--- config.mk ---
export PLATFORM = sky130hd
export DESIGN_NAME = debounce_multi
export DESIGN_NICKNAME = d
export VERILOG_FILES = /design/src/rtl/debounce_multi.sv
export SDC_FILE = /design/constraint.sdc
export NUM_CORES = 1
export LEC_CHECK = 0
export BUFFER_PORTS_ARGS = -buffer_cell sky130_fd_sc_hd__buf_2
export CORE_MARGIN = 8
export CORE_UTILIZATION = 36
export DETAILED_ROUTE_END_ITERATION = 10
export GPL_TIMING_DRIVEN = 0
export MAX_ROUTING_LAYER = met4
export PLACE_DENSITY_LB_ADDON = 0.05
export SLEW_MARGIN = 30
export SYNTH_ARGS = -nofsm -noshare
export SYNTH_HDL_FRONTEND = slang
export SYNTH_SLANG_ARGS = --single-unit
--- constraint.sdc ---
create_clock -name clk -period 3.5 [get_ports clk]
set_clock_uncertainty 0.2 [all_clocks]
set_input_delay 0.525 -clock clk [delete_from_list [all_inputs] [get_ports clk]]
set_output_delay 0.525 -clock clk [all_outputs]
set_load 0.1 [all_outputs]
--- src/rtl/debounce_multi.sv ---
// Multi-channel counter-based push-button debouncer.
// Per channel: 2-flop sync, stability window, press/release/long-press strobes.
module debounce_multi #(
    parameter int N_CH          = 4,
    parameter int CNT_W         = 20,
    parameter int STABLE_CYCLES = 1000,
    parameter int LONG_CYCLES   = 500000,
    parameter int ACTIVE_LOW    = 1
) (
    input  logic            clk,
    input  logic            rst,
    input  logic [N_CH-1:0] btn,
    output logic [N_CH-1:0] level,
    output logic [N_CH-1:0] press_pulse,
    output logic [N_CH-1:0] release_pulse,
    output logic [N_CH-1:0] long_pulse,
    output logic            any_pressed
);

    typedef enum logic [1:0] {
        IDLE,
        PRESS_CHECK,
        PRESSED,
        RELEASE_CHECK
    } state_e;

    localparam logic [N_CH-1:0]  IDLE_RAW = (ACTIVE_LOW != 0) ? '1 : '0;
    localparam logic [CNT_W-1:0] STB_LAST = CNT_W'(STABLE_CYCLES - 1);
    localparam logic [CNT_W-1:0] LNG_LAST = CNT_W'(LONG_CYCLES - 1);
    localparam logic [CNT_W-1:0] LNG_MAX  = CNT_W'(LONG_CYCLES);
    localparam logic             LONG_EN  = (LONG_CYCLES != 0);

    logic [N_CH-1:0]  ff1_q, ff2_q, s;
    state_e           state_q [N_CH];
    state_e           state_d [N_CH];
    logic [CNT_W-1:0] cnt_q   [N_CH];
    logic [CNT_W-1:0] cnt_d   [N_CH];
    logic [N_CH-1:0]  long_done_q, long_done_d;
    logic [N_CH-1:0]  press_q, press_d;
    logic [N_CH-1:0]  rel_q, rel_d;
    logic [N_CH-1:0]  long_q, long_d;

    // s=1 means pressed regardless of board polarity
    assign s = ff2_q ^ IDLE_RAW;

    always_comb begin
        for (int i = 0; i < N_CH; i++) begin
            state_d[i]     = state_q[i];
            cnt_d[i]       = cnt_q[i];
            long_done_d[i] = long_done_q[i];
            press_d[i]     = 1'b0;
            rel_d[i]       = 1'b0;
            long_d[i]      = 1'b0;
            unique case (state_q[i])
                IDLE: begin
                    if (s[i]) begin
                        state_d[i] = PRESS_CHECK;
                        cnt_d[i]   = '0;
                    end
                end
                PRESS_CHECK: begin
                    if (!s[i]) begin
                        state_d[i] = IDLE;
                    end else if (cnt_q[i] == STB_LAST) begin
                        state_d[i] = PRESSED;
                        cnt_d[i]   = '0;
                        press_d[i] = 1'b1;
                    end else begin
                        cnt_d[i] = cnt_q[i] + CNT_W'(1);
                    end
                end
                PRESSED: begin
                    if (!s[i]) begin
                        state_d[i] = RELEASE_CHECK;
                        cnt_d[i]   = '0;
                    end else begin
                        if (cnt_q[i] != LNG_MAX) begin
                            cnt_d[i] = cnt_q[i] + CNT_W'(1);
                        end
                        if (LONG_EN && !long_done_q[i] &&
                            cnt_q[i] == LNG_LAST) begin
                            long_d[i]      = 1'b1;
                            long_done_d[i] = 1'b1;
                        end
                    end
                end
                RELEASE_CHECK: begin
                    // long_done kept so one press yields one long strobe
                    if (s[i]) begin
                        state_d[i] = PRESSED;
                        cnt_d[i]   = '0;
                    end else if (cnt_q[i] == STB_LAST) begin
                        state_d[i]     = IDLE;
                        cnt_d[i]       = '0;
                        long_done_d[i] = 1'b0;
                        rel_d[i]       = 1'b1;
                    end else begin
                        cnt_d[i] = cnt_q[i] + CNT_W'(1);
                    end
                end
                default: state_d[i] = IDLE;
            endcase
        end
    end

    always_ff @(posedge clk or posedge rst) begin
        if (rst) begin
            ff1_q       <= IDLE_RAW;
            ff2_q       <= IDLE_RAW;
            long_done_q <= '0;
            press_q     <= '0;
            rel_q       <= '0;
            long_q      <= '0;
            for (int i = 0; i < N_CH; i++) begin
                state_q[i] <= IDLE;
                cnt_q[i]   <= '0;
            end
        end else begin
            ff1_q       <= btn;
            ff2_q       <= ff1_q;
            long_done_q <= long_done_d;
            press_q     <= press_d;
            rel_q       <= rel_d;
            long_q      <= long_d;
            for (int i = 0; i < N_CH; i++) begin
                state_q[i] <= state_d[i];
                cnt_q[i]   <= cnt_d[i];
            end
        end
    end

    always_comb begin
        for (int i = 0; i < N_CH; i++) begin
            level[i] = (state_q[i] == PRESSED) ||
                       (state_q[i] == RELEASE_CHECK);
        end
    end

    assign press_pulse   = press_q;
    assign release_pulse = rel_q;
    assign long_pulse    = long_q;
    assign any_pressed   = |level;

endmodule

==> metrics, run 1 <==
status=complete, no violations; critical-path cell list=ha_1 > nor3b_1 > nand3_1 > o211ai_1 > a22o_1 > clkbuf_1 > buf_2 > nor2_1; Worst setup SP type=flip-flop; Netlist Area Pre-Place=5784 um2; HP Class=in -> reg; Final nets=between 600 and 700; antenna violations before repair=0; First-pass DRT Iterations=4; Crit Path Category=reg -> reg; Antenna Nets Post-Route=0; die height=142.8 um; post-layout util=0.4190; CTS tree=yes; Congestion Overflow GR=0; vias=roughly 4400; number of global-route vias before repair=around 4300; leakage=2.829 nW; Worst-path clk slew=80 ps; sequential-to-total area share from yosys stat=0.4863; VDD IR max=0.0002557 V; Remaining DRCs=0; crit-path max FO=10; Main synth FF type=dfrtp_1; Slew Limit Fails=0; cells after synthesis=approximately 600; GR Util All Layers=0.1411; Syn Area/Cell=between 9 and 10 um2; DIE AREA=approximately 20000 um2; post-DP HPWL=9254 um; RSZ-0062 raised after global routing=no; layout cells sized above 1=0.1134; Synth top cells by count=dfrtp_1 (104), nor2_1 (100), xor2_1 (40); share of the synthesized area in the top cell type=0.4499; deepest clock path buffer count=2; Clk Latency, worst-skew pair=~360 ps; htree depth=3; main area contributors after synthesis=dfrtp_1 (45%), nor2_1 (6.5%), xor2_1 (6.1%), xnor2_1 (4.2%), nand4_1 (4.1%); Initial Util=0.3668; Area Growth Syn to Fin=14.23%; Period minus WS final=between 2000 and 3000 ps; total CTS buffers=9; DR WL/cell=roughly 15 um; slowest stage delay, CP=430 ps; CP max-delay cell=dfrtp_1; most frequent cell after synthesis=dfrtp_1; # diodes=0; Die X=142.8 um; Arr. time, crit path=2720 ps; root buf cell=clkbuf_16; Synth warnings=0; actual slew at the worst max-slew pin=about 800 ps; Crit. End Element=flip-flop; Worst Path Required=3540 ps; clk sinks=112; first-pass GRT wire length=22270 um; Max Fclk=0.3732 GHz; FF-to-FF path depth=8; number of synthesized flops with an enable pin=0; FP Rows=46; Final Wtd Congestion=0.8369; WL final=12850 um; Ports=23; core box area=15770 um2; pin count of the biggest net entering global routing=29; final setup violation count=0; Slew HR=0.4790; total negative slack=0 ps; Hold WS=~59 ps; endpoints failing hold=0; worst hold stages=1; Initial DRC Count=207; leading area contributor after synthesis=dfrtp_1; Post-CTS Setup Bufs=0; Synth cell types=62; design area=6608 um2; Pwr Density=410.8 nW/um2; max cap viols=0; Power Total=2.715 mW; Yosys reg bits=112; post-synthesis async set-or-reset flop share=1.000; post-synthesis net count=a little over 600; port bufs=22; Area after DPL=6267 um2; vias per cell=5.078; Tcrit/Tclk final=0.7657
cell type report:
cell class | count | area [um2]
Fill cell | 1592 | 9163
Multi-Input combinational cell | 450 | 2821
Sequential cell | 112 | 2813
Tap cell | 216 | 270.3
Clock buffer | 10 | 239.0
Timing Repair Buffer | 27 | 207.7
Clock inverter | 6 | 91.34
Buffer | 20 | 90.09
Inverter | 19 | 75.07
layout by cell type (no fill, tap or decap), types with 13 or more instances in the layout:
cell type / Yosys / final
nand4_1: 38 / 38
clkbuf_1: 15 / 15
nor4_1: 13 / 13
buf_2: 3 / 25
xor2_1: 40 / 40
inv_1: 19 / 18
and3_1: 14 / 14
nor2_1: 100 / 100
xnor2_1: 28 / 28
nor3_1: 24 / 24
dfrtp_1: 104 / 104
nand2_1: 37 / 37
nand3_1: 29 / 29
routing by layer:
| layer | track usage | up-vias | routed length (um) |
|---|---|---|---|
| met3 | 0.02972 | 14 | 330 |
| met2 | 0.2117 | 48 | 5821 |
| met4 | 0.04362 | 0 | 186 |
| li1 | - | 2190 | - |
| met1 | 0.1875 | 2115 | 6511 |
| met5 | - | - | 0 |
critical path, delay by kind of cell, from the launching register on:
kind,cells,cell delay (ps)
flops,1,430
compound gates,2,370
fa+ha+maj,1,240
simple gates,3,660
buf+inv,2,650
registers in the layout (all words and copies together), names as in the netlist, named ones only:
register       flops
ff2_q              4
ff1_q              4
press_pulse        4
long_pulse         4
long_done_q        4
cnt_q             80
release_pulse      4
state_q            4
path summary, 6_finish.rpt:
| check | startpoint | end | slack, ps |
|---|---|---|---|
| worst max-delay path | cnt_q[0]$_DFFE_PP0P_ | cnt_q[12]$_DFFE_PP0P_ | 820 |
| worst min-delay path | btn[2] | ff1_q[2]$_DFF_PP1_ | 60 |
| worst max register to register | cnt_q[0]$_DFFE_PP0P_ | cnt_q[12]$_DFFE_PP0P_ | 820 |
| worst min register to register | ff1_q[0]$_DFF_PP1_ | ff2_q[0]$_DFF_PP1_ | 160 |
| max in group asynchronous | rst | ff1_q[3]$_DFF_PP1_ | 1680 |
| min in group asynchronous | rst | cnt_q[31]$_DFFE_PP0P_ | 500 |
power by group:
group	leakage (nW)	internal, mW	total, mW	switching [mW]
logic	1.15	0.0739	0.191	0.117
clock network	0.163	0.652	1.15	0.494
registers	1.52	1.33	1.38	0.0463
total	2.83	2.06	2.71	0.658
cells by family (layout without fill, tap and decap cells):
| family | after synthesis | count (layout) | synth area share |
|---|---|---|---|
| flip-flops | 112 | 112 | 0.4863 |
| AO/OA/AOI/OAI | 50 | 50 | 0.06403 |
| buffers and inverters | 39 | 82 | 0.02790 |
| multiplexers | 2 | 2 | 0.003677 |
| adder cells (fa/ha/maj) | 8 | 8 | 0.01731 |
| AND/OR/NAND/NOR | 322 | 322 | 0.2979 |
| XOR/XNOR | 68 | 68 | 0.1030 |
stage by stage:
stage	instances	worst slack, ps
3_3_place_gp	839	585.0
4_1_cts	860	788.4
3_5_place_dp	843	783.8
5_1_grt	860	612.5
6_report	860	820.2
2_1_floorplan	601	1206
timing repair:
action | in CTS | in global routing
hold buffers | 1 | 0
setup endpoints to repair | 0 | 0
hold endpoints to repair | 12 | 0
resized for setup | 0 | 0
(Power assumes the default switching activity.)
==> run 2, diff against run 1 <==
- clock period: 3.5 -> 2.5 ns (I/O delays scaled with it)
==> metrics, run 2 (synthesis gave the netlist of run 1 again) <==
Clk Latency, worst-skew pair=360 ps (about the same); DIE AREA=20380 um2 (unchanged); Period minus WS final=2432 ps (-248.2 ps); CTS tree=yes; most common cell after layout, fill and taps aside=dfrtp_1; WL final=13040 um (+1.5%); dpl ws=-216.2 ps (-1000 ps); First-pass DRT Iterations=4 (unchanged); Pwr Density=563.6 nW/um2 (+37%); WL met3=379 um (+15%); Slew HR=0.4889 (+0.009867); WP buf/inv=2 (unchanged); Initial DRC Count=178 (-14%); dominant delay contributor by cell family on the critical path=simple AND/OR/NAND/NOR gates; Max Fclk=0.4113 GHz (+10%); Final WS setup=68.44 ps (-751.8 ps); Ports=23 (unchanged); Worst-path clk slew=80 ps (about the same); CP max-delay cell=or4_4; highest routing layer actually used=met4; FP Rows=46 (unchanged); number of global-route vias before repair=4355 (+0.88%); deepest clock path buffer count=2 (unchanged); port bufs=22 (unchanged); VDD IR max=0.0003609 V (+41%); root buf cell=clkbuf_16; first-pass GRT wire length=22440 um (+0.77%); Worst Path Required=2550 ps (-990 ps); endpoints failing hold=0 (unchanged); slowest stage delay, CP=550 ps (+120 ps); Crit Path Category=reg -> reg; Routed met1 length=6513 um (about the same); Initial Util=0.3668 (unchanged); Hold WS=155.5 ps (+96.69 ps); die height=142.8 um (unchanged); antenna violations before repair=0 (unchanged); Final nets=666 (+2.0%); total CTS buffers=9 (unchanged); Antenna Nets Post-Route=0 (unchanged); status=complete, no violations; vias per cell=5.071 (-0.14%); final setup violation count=0 (unchanged); # diodes=0 (unchanged); core box area=15770 um2 (unchanged); max FFs per register=80 (unchanged); Final Wtd Congestion=0.8369 (unchanged); Crit. End Element=flip-flop; Biggest register=cnt_q; post-DP HPWL=9254 um (unchanged); clk sinks=112 (unchanged); design area=6783 um2 (+2.7%); GR Util All Layers=0.1419 (+0.0008065); DR WL met2=5959 um (+2.4%); pin count of the biggest net entering global routing=29 (unchanged); Arr. time, crit path=2480 ps (-240 ps); max cap viols=0 (unchanged); critical-path cell list=or4_4 > nor4_4 > a31oi_4 > a211oi_4 > buf_4 > clkbuf_4 > nor2_1; most frequent cells in the layout=dfrtp_1 (103), nor2_1 (99), xor2_1 (40); Slew Limit Fails=0 (unchanged); actual slew at the worst max-slew pin=764.7 ps (-14.76 ps); crit-path max FO=5 (-5); Tcrit/Tclk final=0.9726 (+0.2070); Worst setup SP type=flip-flop; DR WL/cell=14.94 um (about the same); leakage=2.911 nW (+2.9%); layout cells sized above 1=0.1416 (+0.02820); HP Class=reg -> reg; Die X=142.8 um (unchanged); Area after DPL=6267 um2 (unchanged); RSZ-0062 raised after global routing=no; Remaining DRCs=0 (unchanged); post-layout util=0.4301 (+0.01111); htree depth=3 (unchanged); vias=4427 (+1.4%); Congestion Overflow GR=0 (unchanged); Area Growth Syn to Fin=17.26%
## run 2: cell types whose count changed in the layout (fill, tap and decap cells not counted), moves of 2 or more
cell and change:
buf_2 -2, clkbuf_1 -2, buf_4 +10, dlygate4sd3_1 +4, clkbuf_4 +2
## run 2: final cells by class
type                    instances  area (um2)
plain buffers                  18       88.84
flip-flops and latches        112        2814
well taps                     216       270.3
clock buffers                  10       239.0
fillers                      1588        8987
clock inverters                 6       91.34
inverters                      19       75.07
repair buffers                 42       332.8
multi-input cells             450        2872
## run 2: report_power, final
group / internal (mW) / switching, mW / leakage [nW]
sequential: 1.86 / 0.0659 / 1.52
combinational: 0.119 / 0.168 / 1.23
clock: 0.913 / 0.694 / 0.163
## run 2: path summary, 6_finish.rpt
kind	start	to	slack, ps	depth (start not counted)
hold / removal	ff1_q[0]$_DFF_PP1_	ff2_q[0]$_DFF_PP1_	160	0
setup / recovery	cnt_q[74]$_DFFE_PP0P_	cnt_q[62]$_DFFE_PP0P_	70	7
hold reg to reg	ff1_q[0]$_DFF_PP1_	ff2_q[0]$_DFF_PP1_	160	0
min in group asynchronous	rst	cnt_q[34]$_DFFE_PP0P_	350	3
max in group asynchronous	rst	ff1_q[3]$_DFF_PP1_	820	6
setup reg to reg	cnt_q[74]$_DFFE_PP0P_	cnt_q[62]$_DFFE_PP0P_	70	7
## run 2: routing by layer
metal,vias up,track usage
li1,2220,-
met1,2149,0.1891
met2,44,0.2122
met3,14,0.02972
met4,0,0.04418
met5,-,-
## run 2: repair_timing
item	4_1_cts	5_1_grt
pin swaps	3	3
cloned	0	1
gates resized for setup	4	11
hold endpoints to repair	16	0
setup buffers	4	6
endpoints found under the setup margin	45	58
hold buffers	5	0
## run 2: through the flow
step	setup TNS, ps	power, mW	cells
after floorplan	0	2.135	601
after global placement	-30950	2.210	839
after detailed placement	-5322	2.234	843
after CTS	0	3.890	867
after global routing	0	4.015	873
final	0	3.823	873
